`src/rtl/rggen_bit_field_rc_event_capture.sv`:
```
// Event capture front end for a read-to-clear bit field: synchronises raw events,
// edge-detects them into one-cycle set pulses and records events lost to an already-set bit.
module rggen_bit_field_rc_event_capture #(
    parameter int             WIDTH         = 8,
    parameter int             SYNC_STAGES   = 2,
    parameter bit [WIDTH-1:0] RISE_EDGE     = '1,
    parameter bit [WIDTH-1:0] FALL_EDGE     = '0,
    parameter bit [WIDTH-1:0] INPUT_INITIAL = '0,
    parameter int             COUNT_WIDTH   = 8
) (
    input  logic                   i_clk,
    input  logic                   i_rst_n,
    input  logic [WIDTH-1:0]       i_event,
    input  logic [WIDTH-1:0]       i_enable,
    input  logic [WIDTH-1:0]       i_status,
    output logic [WIDTH-1:0]       o_set,
    output logic [WIDTH-1:0]       o_overflow,
    input  logic [WIDTH-1:0]       i_overflow_clear,
    output logic [COUNT_WIDTH-1:0] o_drop_count,
    input  logic                   i_drop_count_clear
);

    localparam logic [COUNT_WIDTH-1:0] COUNT_MAX = '1;

    logic [WIDTH-1:0]       sync;
    logic [WIDTH-1:0]       prev;
    logic [WIDTH-1:0]       rise;
    logic [WIDTH-1:0]       fall;
    logic [WIDTH-1:0]       det;
    logic [WIDTH-1:0]       drop;
    logic                   any_drop;
    logic [COUNT_WIDTH-1:0] count_next;

    if (SYNC_STAGES == 0) begin : g_no_sync
        assign sync = i_event;
    end else begin : g_sync
        logic [SYNC_STAGES-1:0][WIDTH-1:0] chain;

        always_ff @(posedge i_clk or negedge i_rst_n) begin
            if (!i_rst_n) begin
                for (int k = 0; k < SYNC_STAGES; k++) begin
                    chain[k] <= INPUT_INITIAL;
                end
            end else begin
                chain[0] <= i_event;
                for (int k = 1; k < SYNC_STAGES; k++) begin
                    chain[k] <= chain[k-1];
                end
            end
        end

        assign sync = chain[SYNC_STAGES-1];
    end

    // prev follows sync regardless of enable, so re-enabling a held level is not an edge
    always_ff @(posedge i_clk or negedge i_rst_n) begin
        if (!i_rst_n) begin
            prev <= INPUT_INITIAL;
        end else begin
            prev <= sync;
        end
    end

    assign rise     = sync & ~prev & RISE_EDGE;
    assign fall     = ~sync & prev & FALL_EDGE;
    assign det      = (rise | fall) & i_enable;
    // A bit is already set if the field holds it or a set pulse for it is in flight
    assign drop     = det & (i_status | o_set);
    assign any_drop = |drop;

    always_comb begin
        count_next = o_drop_count;
        if (i_drop_count_clear) begin
            count_next = any_drop ? COUNT_WIDTH'(1) : '0;
        end else if (any_drop && (o_drop_count != COUNT_MAX)) begin
            count_next = o_drop_count + COUNT_WIDTH'(1);
        end
    end

    always_ff @(posedge i_clk or negedge i_rst_n) begin
        if (!i_rst_n) begin
            o_set        <= '0;
            o_overflow   <= '0;
            o_drop_count <= '0;
        end else begin
            o_set        <= det;
            o_overflow   <= (o_overflow & ~i_overflow_clear) | drop;
            o_drop_count <= count_next;
        end
    end

endmodule

```
`config.mk`:
```
export PLATFORM = sky130hd
export DESIGN_NAME = rggen_bit_field_rc_event_capture
export DESIGN_NICKNAME = d
export VERILOG_FILES = /design/src/rtl/rggen_bit_field_rc_event_capture.sv
export SDC_FILE = /design/constraint.sdc
export NUM_CORES = 1
export LEC_CHECK = 0
export BUFFER_PORTS_ARGS = -buffer_cell sky130_fd_sc_hd__buf_4
export CORE_MARGIN = 3
export CORE_UTILIZATION = 52
export DETAILED_ROUTE_END_ITERATION = 10
export MAX_ROUTING_LAYER = met4
export PLACE_DENSITY_LB_ADDON = 0.15
export SYNTH_ARGS = -nofsm -noshare
export SYNTH_HDL_FRONTEND = slang
export SYNTH_SLANG_ARGS = --single-unit
```
`constraint.sdc`:
```
create_clock -name i_clk -period 3.7 [get_ports i_clk]
set_input_delay 0 -clock i_clk [delete_from_list [all_inputs] [get_ports i_clk]]
set_output_delay 0 -clock i_clk [all_outputs]
set_load 0.01 [all_outputs]
```
## Word level (Yosys, flattened, before mapping)

Cells that the tools add are included.

- Register bits: 48
- Input port bits: 35
- Output and inout bits: 24
- Word-level logic and storage cells: 22

- Add/subtract/negate cells: 1
- Equality and inequality tests: 1
- Mux-type cells: 3
- Bitwise operators: 8
- Reductions and logical operators: 3

Operators with widths:

| kind | count |
|---|---|
| 8-bit AND | 4 |
| 8-bit 2-to-1 mux | 2 |
| 8-bit NOT | 2 |
| 8-bit OR | 2 |
| 8-bit by 1-bit adder with 8-bit output (second input constant) | 1 |
| 8-bit != test (second input constant) | 1 |
| 8-bit OR reduction | 1 |
| 2-bit nonzero test | 1 |
| 1-bit logical AND | 1 |
| 1-bit 2-to-1 mux | 1 |

## Longest topological paths before layout

Gate-level depths: netlist of run 1.

- Word-level depth: 8
- Gate-level depth with buffers: 6
- Mapped depth without buffers: 6

## Worst setup path before layout of run 1

OpenSTA, ideal clock, no wires.

- Path kind: register -> register
- Start: register o_drop_count[0]
- End: register o_drop_count[3]
- Setup time: 0.078 ns
- Arrival time: 1.640 ns
- Data required time: 3.622 ns
- Path slack: 1.982 ns
- Cell stages (with the launch flop): 7
- Path buffers: 0
- Clock period less this slack: 1.718 ns
- Cell sequence: dfrtp_1 > ha_1 > and2_1 > nand4_1 > nand4_1 > or3_2 > a21oi_1

- Word-level cells in the longest chain between the ends: 3
- Elaborated cells on any way between the ends: 6
- Classes of those cells: add/sub: 1; eq/ne: 1; mux: 2; reduce/logical: 2

Ends and longest elaborated chain:

| element | RTL line | text |
|---|---|---|
| from (decl) | 19 | `output logic [COUNT_WIDTH-1:0] o_drop_count,` |
| from (signal assigned) | 88 | `o_drop_count <= count_next;` |
| 8-bit by 1-bit adder with 8-bit output / 8-bit != test (equally long branches) | 76, 75 |  |
| 8-bit 2-to-1 mux / 1-bit logical AND (equally long branches) | 75 | `end else if (any_drop && (o_drop_count != COUNT_MAX)) begin` |
| 8-bit 2-to-1 mux / 2-bit nonzero test (equally long branches) | n/a |  |

Parallel ways exist; a longest one is shown, timed or not. The select of a mux whose other input is x is not followed.
A chain may end at the register's enable or synchronous reset.

## Worst setup path after layout of run 1

- Start: register o_set[7]
- End: register o_drop_count[0]

- Word-level cells in the longest chain between the ends: 5
- Elaborated cells on any way between the ends: 7
- Classes of those cells: mux: 2; bitwise: 2; reduce/logical: 3

Ends and longest elaborated chain:

| element | RTL line | text |
|---|---|---|
| from (decl) | 16 | `output logic [WIDTH-1:0] o_set,` |
| from (signal assigned) | 86 | `o_set <= det;` |
| 8-bit OR * | 68 | `assign drop = det & (i_status \| o_set);` |
| 8-bit AND * | 68 |  |
| 8-bit OR reduction * | 69 | `assign any_drop = \|drop;` |
| 1-bit 2-to-1 mux / 1-bit logical AND (equally long branches) | 74, 75 |  |
| 8-bit 2-to-1 mux / 2-bit nonzero test (equally long branches) | n/a |  |

Mark *: on every way between the ends. The rest lies on a longest branch, timed or not.

==> run summary, run 1 <==
global-route wire length before repair -> 7.20 mm
critical path type -> register to register
fin cells -> 273
VDD IR-drop max -> 0.231 mV
WP data arrival -> 2.50 ns
CTS root buffer -> clkbuf_4
post-layout instance area -> 0.00258 mm2
leakage power -> 1.26 nW
adder-cell share of the synthesized area -> 0.743%
core area -> 0.00308 mm2
Mapped Nets -> 167
routed wl met3 -> 226 um
CTS tree -> yes
post-synthesis simple-gate area fraction -> 13.7%
CTS H-tree depth -> 2
Reg clk slew, reported paths -> 0.13 ns
DRT Pass-1 Iters -> 4
Critical Path Start Type -> register
max-slew violations -> 0
postcts setup bufs -> 0
vias post-DR -> 1401
sw power -> 239 uW
WL met2 -> 2.30 mm
Synth async-reset ratio -> 100%
CP Capture Point -> o_drop_count[0]$_DFFE_PN0P_
row count -> 20
initial DRC count -> 74
synthesized area -> 0.00168 mm2
Syn Area/Cell -> 12.9 um2
initial core utilization -> 54.7%
mux cell area share after synthesis -> 0.594%
most frequent cells in the layout -> buf_4 (58), dfrtp_1 (48), dlygate4sd3_1 (34)
endpoints failing hold -> 0
EDFF count, synth -> 0
Clock power frac -> 29.3%
drt total wl -> 4.24 mm
Max Used Layer -> met4
YS warnings -> 0
detailed-route DRC error count -> 0
Fin Clk Skew -> 0.0114 ns
status -> finished clean
Reg2Reg Capture Point -> o_drop_count[0]$_DFFE_PN0P_
synthesis-stage register bit count -> 48
total grt overflow -> 0
Flop pwr share -> 56.3%
DP HPWL -> 2.34 mm
cell internal pwr -> 776 uW
worst skew pair latency -> 0.36 ns
WL per Instance -> 15.5 um
total power -> 1.01 mW
CP required -> 3.98 ns
compound-gate portion of the synthesized area -> 10.1%
Final Cycle Share -> 60.2%
Cell Pwr Density -> 393 mW/mm2
Synth Area in XOR/XNOR -> 0%
Seq/Total Area, Yosys -> 71.3%
Syn-to-layout area delta -> 53.2%
Nets -> 264
CP Launch Point -> o_set[7]$_DFF_PN0_
worst-path fanout max -> 14
height of the die -> 62.9 um
RePlAce Congestion -> 0.842
# diodes -> 0
RSZ-0062 raised after global routing -> false
Sw Share -> 23.6%
clock tree buffer depth -> 2
Via density -> 5.13
worst hold path type -> input port to asynchronous set/reset pin
Tmin final -> 2.23 ns
I/O pin cnt -> 59
worst r2r src -> o_set[7]$_DFF_PN0_
Die Wd -> 62.9 um
max_cap viols -> 0
library cells used by synthesis -> 27
die area -> 0.00396 mm2
largest family of logic cells by synthesized area -> simple AND/OR/NAND/NOR gates
Port Buffers -> 58
Routed Antenna Nets -> 0
Worst Reg2Reg Path Length in Cells -> 5
reg-to-reg setup timing slack -> 1.47 ns
Metal-1 WL -> 1.60 mm
# setup viols final -> 0
Num CTS Buffers -> 5
share of layout cells above drive strength 1 -> 30.1%
Synth Flop Type -> dfrtp_1
Mapped Cells -> 131
Setup TNS Final -> 0 ns
placed cell count -> 231
Comb power frac -> 14.4%
Slew @ Worst Pin -> 0.934 ns
crit end category -> register
largest net degree at the start of global routing -> 49
Final Util -> 83.8%
vias in the first global route -> 1552
fmax -> 0.449 GHz
clock sink total -> 48
commonest non-fill, non-tap cell in the layout -> buf_4
initial antenna violation count -> 0
relative slew slack -> 37.2%
Placed Area -> 0.00216 mm2
GRT Total Usage -> 24.8%
==> sequential cells by signal, summed over array words and instances (netlist names) <==
name,flops
sync,8
g_sync.chain,8
o_drop_count,8
o_overflow,8
o_set,8
prev,8
==> power by group through the flow <==
stage / clock (mW) / sequential [mW] / combinational (mW)
6_report: 0.298 / 0.571 / 0.146
5_1_grt: 0.336 / 0.575 / 0.159
3_3_place_gp: 0 / 0.579 / 0.108
4_1_cts: 0.306 / 0.570 / 0.142
3_5_place_dp: 0 / 0.580 / 0.112
2_1_floorplan: 0 / 0.584 / 0.0393
==> critical path, stage by stage (launching register included) <==
cell,delay [ns]
dfrtp_1,0.41
nor2_1,0.21
o32ai_1,0.16
nor4_2,0.85
and2b_2,0.32
o32ai_1,0.21
==> cell usage after synthesis (2+ instances only) <==
library cell   n  share of area (%)
inv_1         13                2.9
nand2_1        6                1.3
nand4_1        4                1.5
o32ai_1        9                4.7
o22ai_1        4                1.5
dfrtp_1       48                 71
nand3_1        2               0.59
or3_1          2               0.74
o21ai_0        4                1.2
nand2b_1       2               0.74
nand3b_1       4                1.8
nor2_1        12                2.7
or3_2          2               0.89
a21oi_1        6                1.8
==> kinds of logic (layout without fill, tap and decap cells) <==
logic type | count (synthesis) | count (layout)
fa+ha+maj | 1 | 1
simple gates | 41 | 41
mux | 1 | 1
compound gates | 25 | 25
buf+inv | 15 | 113
flops | 48 | 48
==> how the worst min path moves through the flow <==
stage | from | to | slack [ns] | depth (start not counted)
final | i_rst_n | sync[6]$_DFF_PN0_ | 0.16 | 2
after global routing | i_rst_n | o_overflow[5]$_DFF_PN0_ | 0.19 | 2
after CTS | i_rst_n | prev[5]$_DFF_PN0_ | 0.18 | 2
after detailed placement | i_rst_n | o_overflow[5]$_DFF_PN0_ | 0.04 | 1
after global placement | i_rst_n | o_overflow[5]$_DFF_PN0_ | 0.03 | 1
after floorplan | i_rst_n | g_sync.chain[0]$_DFF_PN0_ | -0.30 | 0
==> final cells by class <==
type | count | area (um2)
Tap cell | 44 | 55.1
Inverter | 13 | 48.8
Clock inverter | 2 | 35.0
Fill cell | 176 | 498
Clock buffer | 6 | 41.3
Sequential cell | 48 | 1200
Timing Repair Buffer | 92 | 776
Multi-Input combinational cell | 68 | 423
==> metrics by stage <==
| step | setup WS, ns | hold slack, ns |
|---|---|---|
| after floorplan | 1.98 | -0.296 |
| after global placement | 1.67 | 0.0276 |
| after detailed placement | 1.57 | 0.0391 |
| after CTS | 1.54 | 0.177 |
| after global routing | 1.27 | 0.194 |
| final | 1.47 | 0.162 |
==> repair_timing <==
item,4_1_cts,5_1_grt
hold endpoints to repair,80,0
resized for setup,0,0
hold buffers,34,0
==> layer usage <==
layer,track usage [%],vias to the layer above
li1,-,657
met1,25.9,670
met2,44.1,56
met3,6.29,18
met4,10.2,0
met5,-,-
Note: power is estimated with default switching activity, not from simulation.
==> inputs of run 2 (changes only) <==
CORE_UTILIZATION = 43   (was 52)
clock period = 2.02 ns   (was 3.7 ns; I/O delays follow)
==> run summary, run 2 (synthesis results as in run 1) <==
die area -> 0.00470 mm2
CP required -> 2.25 ns
CP Launch Point -> sync[0]$_DFF_PN0_
CTS H-tree depth -> 2
fillcell total -> 276
Via density -> 4.89
# setup viols final -> 0
total grt overflow -> 0
worst hold path type -> input port to register
critical path type -> register to register
core area -> 0.00372 mm2
drt total wl -> 3.58 mm
Nets -> 257
CTS root buffer -> clkbuf_8
Port Buffers -> 58
vias in the first global route -> 1286
most frequent cells in the layout -> buf_4 (59), dfrtp_1 (48), dlygate4sd3_1 (26)
Reg2Reg Capture Point -> o_drop_count[7]$_DFFE_PN0P_
# diodes -> 0
reg-to-reg setup timing slack -> 0.19 ns
Worst Reg2Reg Path Length in Cells -> 6
relative slew slack -> 61.8%
Num CTS Buffers -> 5
leakage power -> 1.24 nW
I/O pin cnt -> 59
clock tree buffer depth -> 2
HP Start -> i_enable[7]
met2 global-route usage -> 28.4%
clock sink total -> 48
initial antenna violation count -> 0
Die Wd -> 68.6 um
Syn-to-layout area delta -> 52.2%
commonest non-fill, non-tap cell in the layout -> buf_4
Tmin final -> 1.83 ns
worst skew pair latency -> 0.30 ns
Routed Antenna Nets -> 0
Cells on Worst Hold Path -> 3
Worst Hold End -> o_set[7]$_DFF_PN0_
hold_ws -> 0.00780 ns
height of the die -> 68.6 um
WL per Instance -> 13.2 um
worst-path fanout max -> 14
Fin Clk Skew -> 0.00463 ns
status -> finished clean
crit end category -> register
total of cells resized after clock tree synthesis -> 0
VDD IR-drop max -> 0.642 mV
largest net degree at the start of global routing -> 49
endpoints failing hold -> 0
worst r2r src -> sync[0]$_DFF_PN0_
fmax -> 0.546 GHz
Cell Pwr Density -> 792 mW/mm2
GRT Total Usage -> 17.2%
DP HPWL -> 2.50 mm
Reg clk slew, reported paths -> 0.08 ns
fin cells -> 270
initial core utilization -> 45.3%
WP data arrival -> 2.06 ns
detailed-route DRC error count -> 0
initial DRC count -> 115
Final Cycle Share -> 90.7%
row count -> 22
Most Crowded Layer GR -> met2
total power -> 2.03 mW
RSZ-0062 raised after global routing -> false
Slew @ Worst Pin -> 0.574 ns
global-route wire length before repair -> 5.64 mm
CTS tree -> yes
max-slew violations -> 0
share of layout cells above drive strength 1 -> 32.0%
Setup TNS Final -> 0 ns
met1 Use GR -> 18.5%
RePlAce Congestion -> 0.765
max_cap viols -> 0
placed cell count -> 236
DRT Pass-1 Iters -> 4
vias post-DR -> 1320
M3 GR Usage -> 6.00%
postcts setup bufs -> 0
Critical Path Start Type -> register
## run 2: cell count changes in the layout (fill, tap and decap cells not counted)
cell           delta
buf_4             +1
dlygate4sd3_1     -8
clkbuf_4          -5
clkinv_2          -1
clkbuf_1          -1
clkbuf_8          +7
## run 2: worst max-delay path: stages, from the launching register on
cell and delay, ns:
dfrtp_1 0.35, nand2_1 0.08, o32ai_1 0.38, nor4_2 0.10
buf_4 0.19, or4_1 0.51, a21oi_1 0.15
## run 2: power breakdown
group	total [mW]	switching (mW)	internal [mW]
combinational	0.251	0.108	0.142
clock	0.733	0.297	0.436
sequential	1.04	0.0350	1.01
total	2.03	0.440	1.59
## run 2: repair_timing
action	4_1_cts	5_1_grt
hold buffers	26	0
setup endpoints to repair	0	0
endpoints found under the hold margin	76	0
## run 2: worst max path at each step
| stage | to | slack (ns) |
|---|---|---|
| global route | o_drop_count[7]$_DFFE_PN0P_ | 0.03 |
| finish | o_drop_count[7]$_DFFE_PN0P_ | 0.19 |
| CTS | o_drop_count[7]$_DFFE_PN0P_ | 0.15 |
| floorplan | o_drop_count[3]$_DFFE_PN0P_ | 0.30 |
| global placement | o_drop_count[7]$_DFFE_PN0P_ | 0.19 |
| detailed placement | o_drop_count[7]$_DFFE_PN0P_ | 0.17 |
## run 2: layout make-up
type	instances	area [um2]	area share, %
clock buffers	7	96.3	3.76
clock inverters	1	30.0	1.17
inverters	13	48.8	1.90
multi-input cells	68	423	16.5
flip-flops and latches	48	1200	46.9
well taps	48	60.1	2.34
repair buffers	85	703	27.4
## run 2: routing by layer
layer	vias up	wire (um)
met5	-	0
met4	0	55
met3	6	232
met2	42	1830
met1	633	1460
li1	639	-
## run 2: per-stage QoR
step / setup WS, ns / utilization [%] / cell area (um2)
2_1_floorplan: 0.302 / - / 1680
5_1_grt: 0.0319 / 69.0 / 2560
4_1_cts: 0.149 / 69.0 / 2560
3_5_place_dp: 0.168 / 58.6 / 2180
6_report: 0.187 / 69.0 / 2560
3_3_place_gp: 0.189 / 58.6 / 2180
==> inputs of run 3 (changes only) <==
BUFFER_PORTS_ARGS = -buffer_cell sky130_fd_sc_hd__buf_2   (was -buffer_cell sky130_fd_sc_hd__buf_4)
==> run summary, run 3 (synthesis results as in run 1) <==
status -> finished clean
DRT Pass-1 Iters -> 4
Tmin final -> 1.86 ns
post-layout instance area -> 0.00241 mm2
leakage power -> 1.21 nW
Final Cycle Share -> 92.2%
Port Buffers -> 58
Clock power frac -> 31.5%
WP data arrival -> 2.09 ns
fin cells -> 273
detailed-route DRC error count -> 0
vias in the first global route -> 1278
total of cells resized after clock tree synthesis -> 0
CP delay by family, top -> simple AND/OR/NAND/NOR gates
Nets -> 260
Crit-path slowest cell -> or4_1
worst r2r src -> sync[0]$_DFF_PN0_
clock sink total -> 48
max-slew violations -> 0
postcts setup bufs -> 0
global-route wire length before repair -> 5.37 mm
Syn-to-layout area delta -> 43.2%
largest net degree at the start of global routing -> 26
Reg2Reg Capture Point -> o_drop_count[7]$_DFFE_PN0P_
I/O pin cnt -> 59
critical path type -> register to register
Fin Clk Skew -> 0.00231 ns
endpoints failing hold -> 0
fmax -> 0.537 GHz
initial core utilization -> 45.3%
worst skew pair latency -> 0.30 ns
Slew @ Worst Pin -> 0.543 ns
die area -> 0.00470 mm2
CP Cell Sequence -> nand2_1 > o32ai_1 > nor4_2 > buf_4 > or4_1 > a21oi_1
CP Launch Point -> sync[0]$_DFF_PN0_
placed cell count -> 237
CTS H-tree depth -> 2
fillcell total -> 289
most frequent cells in the layout -> buf_2 (58), dfrtp_1 (48), dlygate4sd3_1 (28)
Placed Area -> 0.00204 mm2
commonest non-fill, non-tap cell in the layout -> buf_2
RePlAce Congestion -> 0.757
initial antenna violation count -> 0
Via density -> 4.85
Worst path depth -> 6
# diodes -> 0
Sw Share -> 24.0%
initial DRC count -> 123
relative slew slack -> 63.8%
DP HPWL -> 2.45 mm
Routed Antenna Nets -> 0
worst-path fanout max -> 14
Die Wd -> 68.6 um
worst hold path type -> input port to register
height of the die -> 68.6 um
Comb power frac -> 11.9%
row count -> 22
Worst Reg2Reg Path Length in Cells -> 6
share of layout cells above drive strength 1 -> 31.6%
crit end category -> register
clock tree buffer depth -> 2
WL per Instance -> 12.8 um
max_cap viols -> 0
Reg clk slew, reported paths -> 0.08 ns
# setup viols final -> 0
Buf/Inv on CP -> 1
Largest stage delay, worst path -> 0.50 ns
drt total wl -> 3.49 mm
Critical Path Start Type -> register
Setup TNS Final -> 0 ns
reg-to-reg setup timing slack -> 0.16 ns
Cell Pwr Density -> 765 mW/mm2
CTS root buffer -> clkbuf_8
core area -> 0.00372 mm2
GRT Total Usage -> 16.6%
total grt overflow -> 0
Num CTS Buffers -> 5
RSZ-0062 raised after global routing -> false
Flop pwr share -> 56.5%
vias post-DR -> 1323
VDD IR-drop max -> 0.409 mV
CP required -> 2.25 ns
CTS tree -> yes
sw power -> 442 uW
CP Capture Point -> o_drop_count[7]$_DFFE_PN0P_
cell internal pwr -> 1.40 mW
run 3: power groups by stage:
| stage | Clock, mW | Sequential [mW] | Combinational, mW |
|---|---|---|---|
| 5_1_grt | 0.639 | 1.05 | 0.248 |
| 3_5_place_dp | 0 | 1.06 | 0.180 |
| 4_1_cts | 0.602 | 1.04 | 0.223 |
| 2_1_floorplan | 0 | 1.07 | 0.0720 |
| 3_3_place_gp | 0 | 1.06 | 0.176 |
| 6_report | 0.582 | 1.04 | 0.220 |
run 3: area by class of cell:
cell class / instances / area, um2 / area share [%]
sequential: 48 / 1200 / 49.8
timing repair buffer: 88 / 586 / 24.3
multi-input combinational: 68 / 423 / 17.5
clock buffer: 7 / 86.3 / 3.58
tap: 48 / 60.1 / 2.49
inverter: 13 / 48.8 / 2.02
clock inverter: 1 / 7.51 / 0.311
run 3: worst min path at each step:
stage,startpoint,cells after the start,end
floorplan,i_rst_n,0,g_sync.chain[0]$_DFF_PN0_
finish,i_enable[1],3,o_set[1]$_DFF_PN0_
detailed placement,i_rst_n,1,o_drop_count[6]$_DFFE_PN0P_
CTS,i_enable[1],3,o_set[1]$_DFF_PN0_
global route,i_enable[1],3,o_set[1]$_DFF_PN0_
global placement,i_rst_n,1,o_drop_count[5]$_DFFE_PN0P_
run 3: what timing repair did:
item | CTS | global route
hold buffers | 28 | 0
setup endpoints to repair | 0 | 0
endpoints found under the hold margin | 52 | 0
run 3: tightest hold or removal path: stages:
cell	delay, ns
buf_2	0.10
nand3b_1	0.13
inv_1	0.05
run 3: stage by stage:
stage	util [%]	power, mW	worst slack (ns)	hold WS [ns]
final	64.9	1.85	0.158	0.0139
after CTS	64.9	1.87	0.126	0.0111
after detailed placement	54.8	1.24	0.132	0.0169
after global placement	54.8	1.24	0.173	0.00269
after floorplan	-	1.14	0.302	-0.296
after global routing	64.9	1.94	0.0536	0.0208
run 3: layer usage:
layer / track usage, % / part of all wire [%]
met1: 16.4 / 41
met2: 29.0 / 51
met3: 5.51 / 6.3
met4: 8.19 / 1.9
met5: - / 0
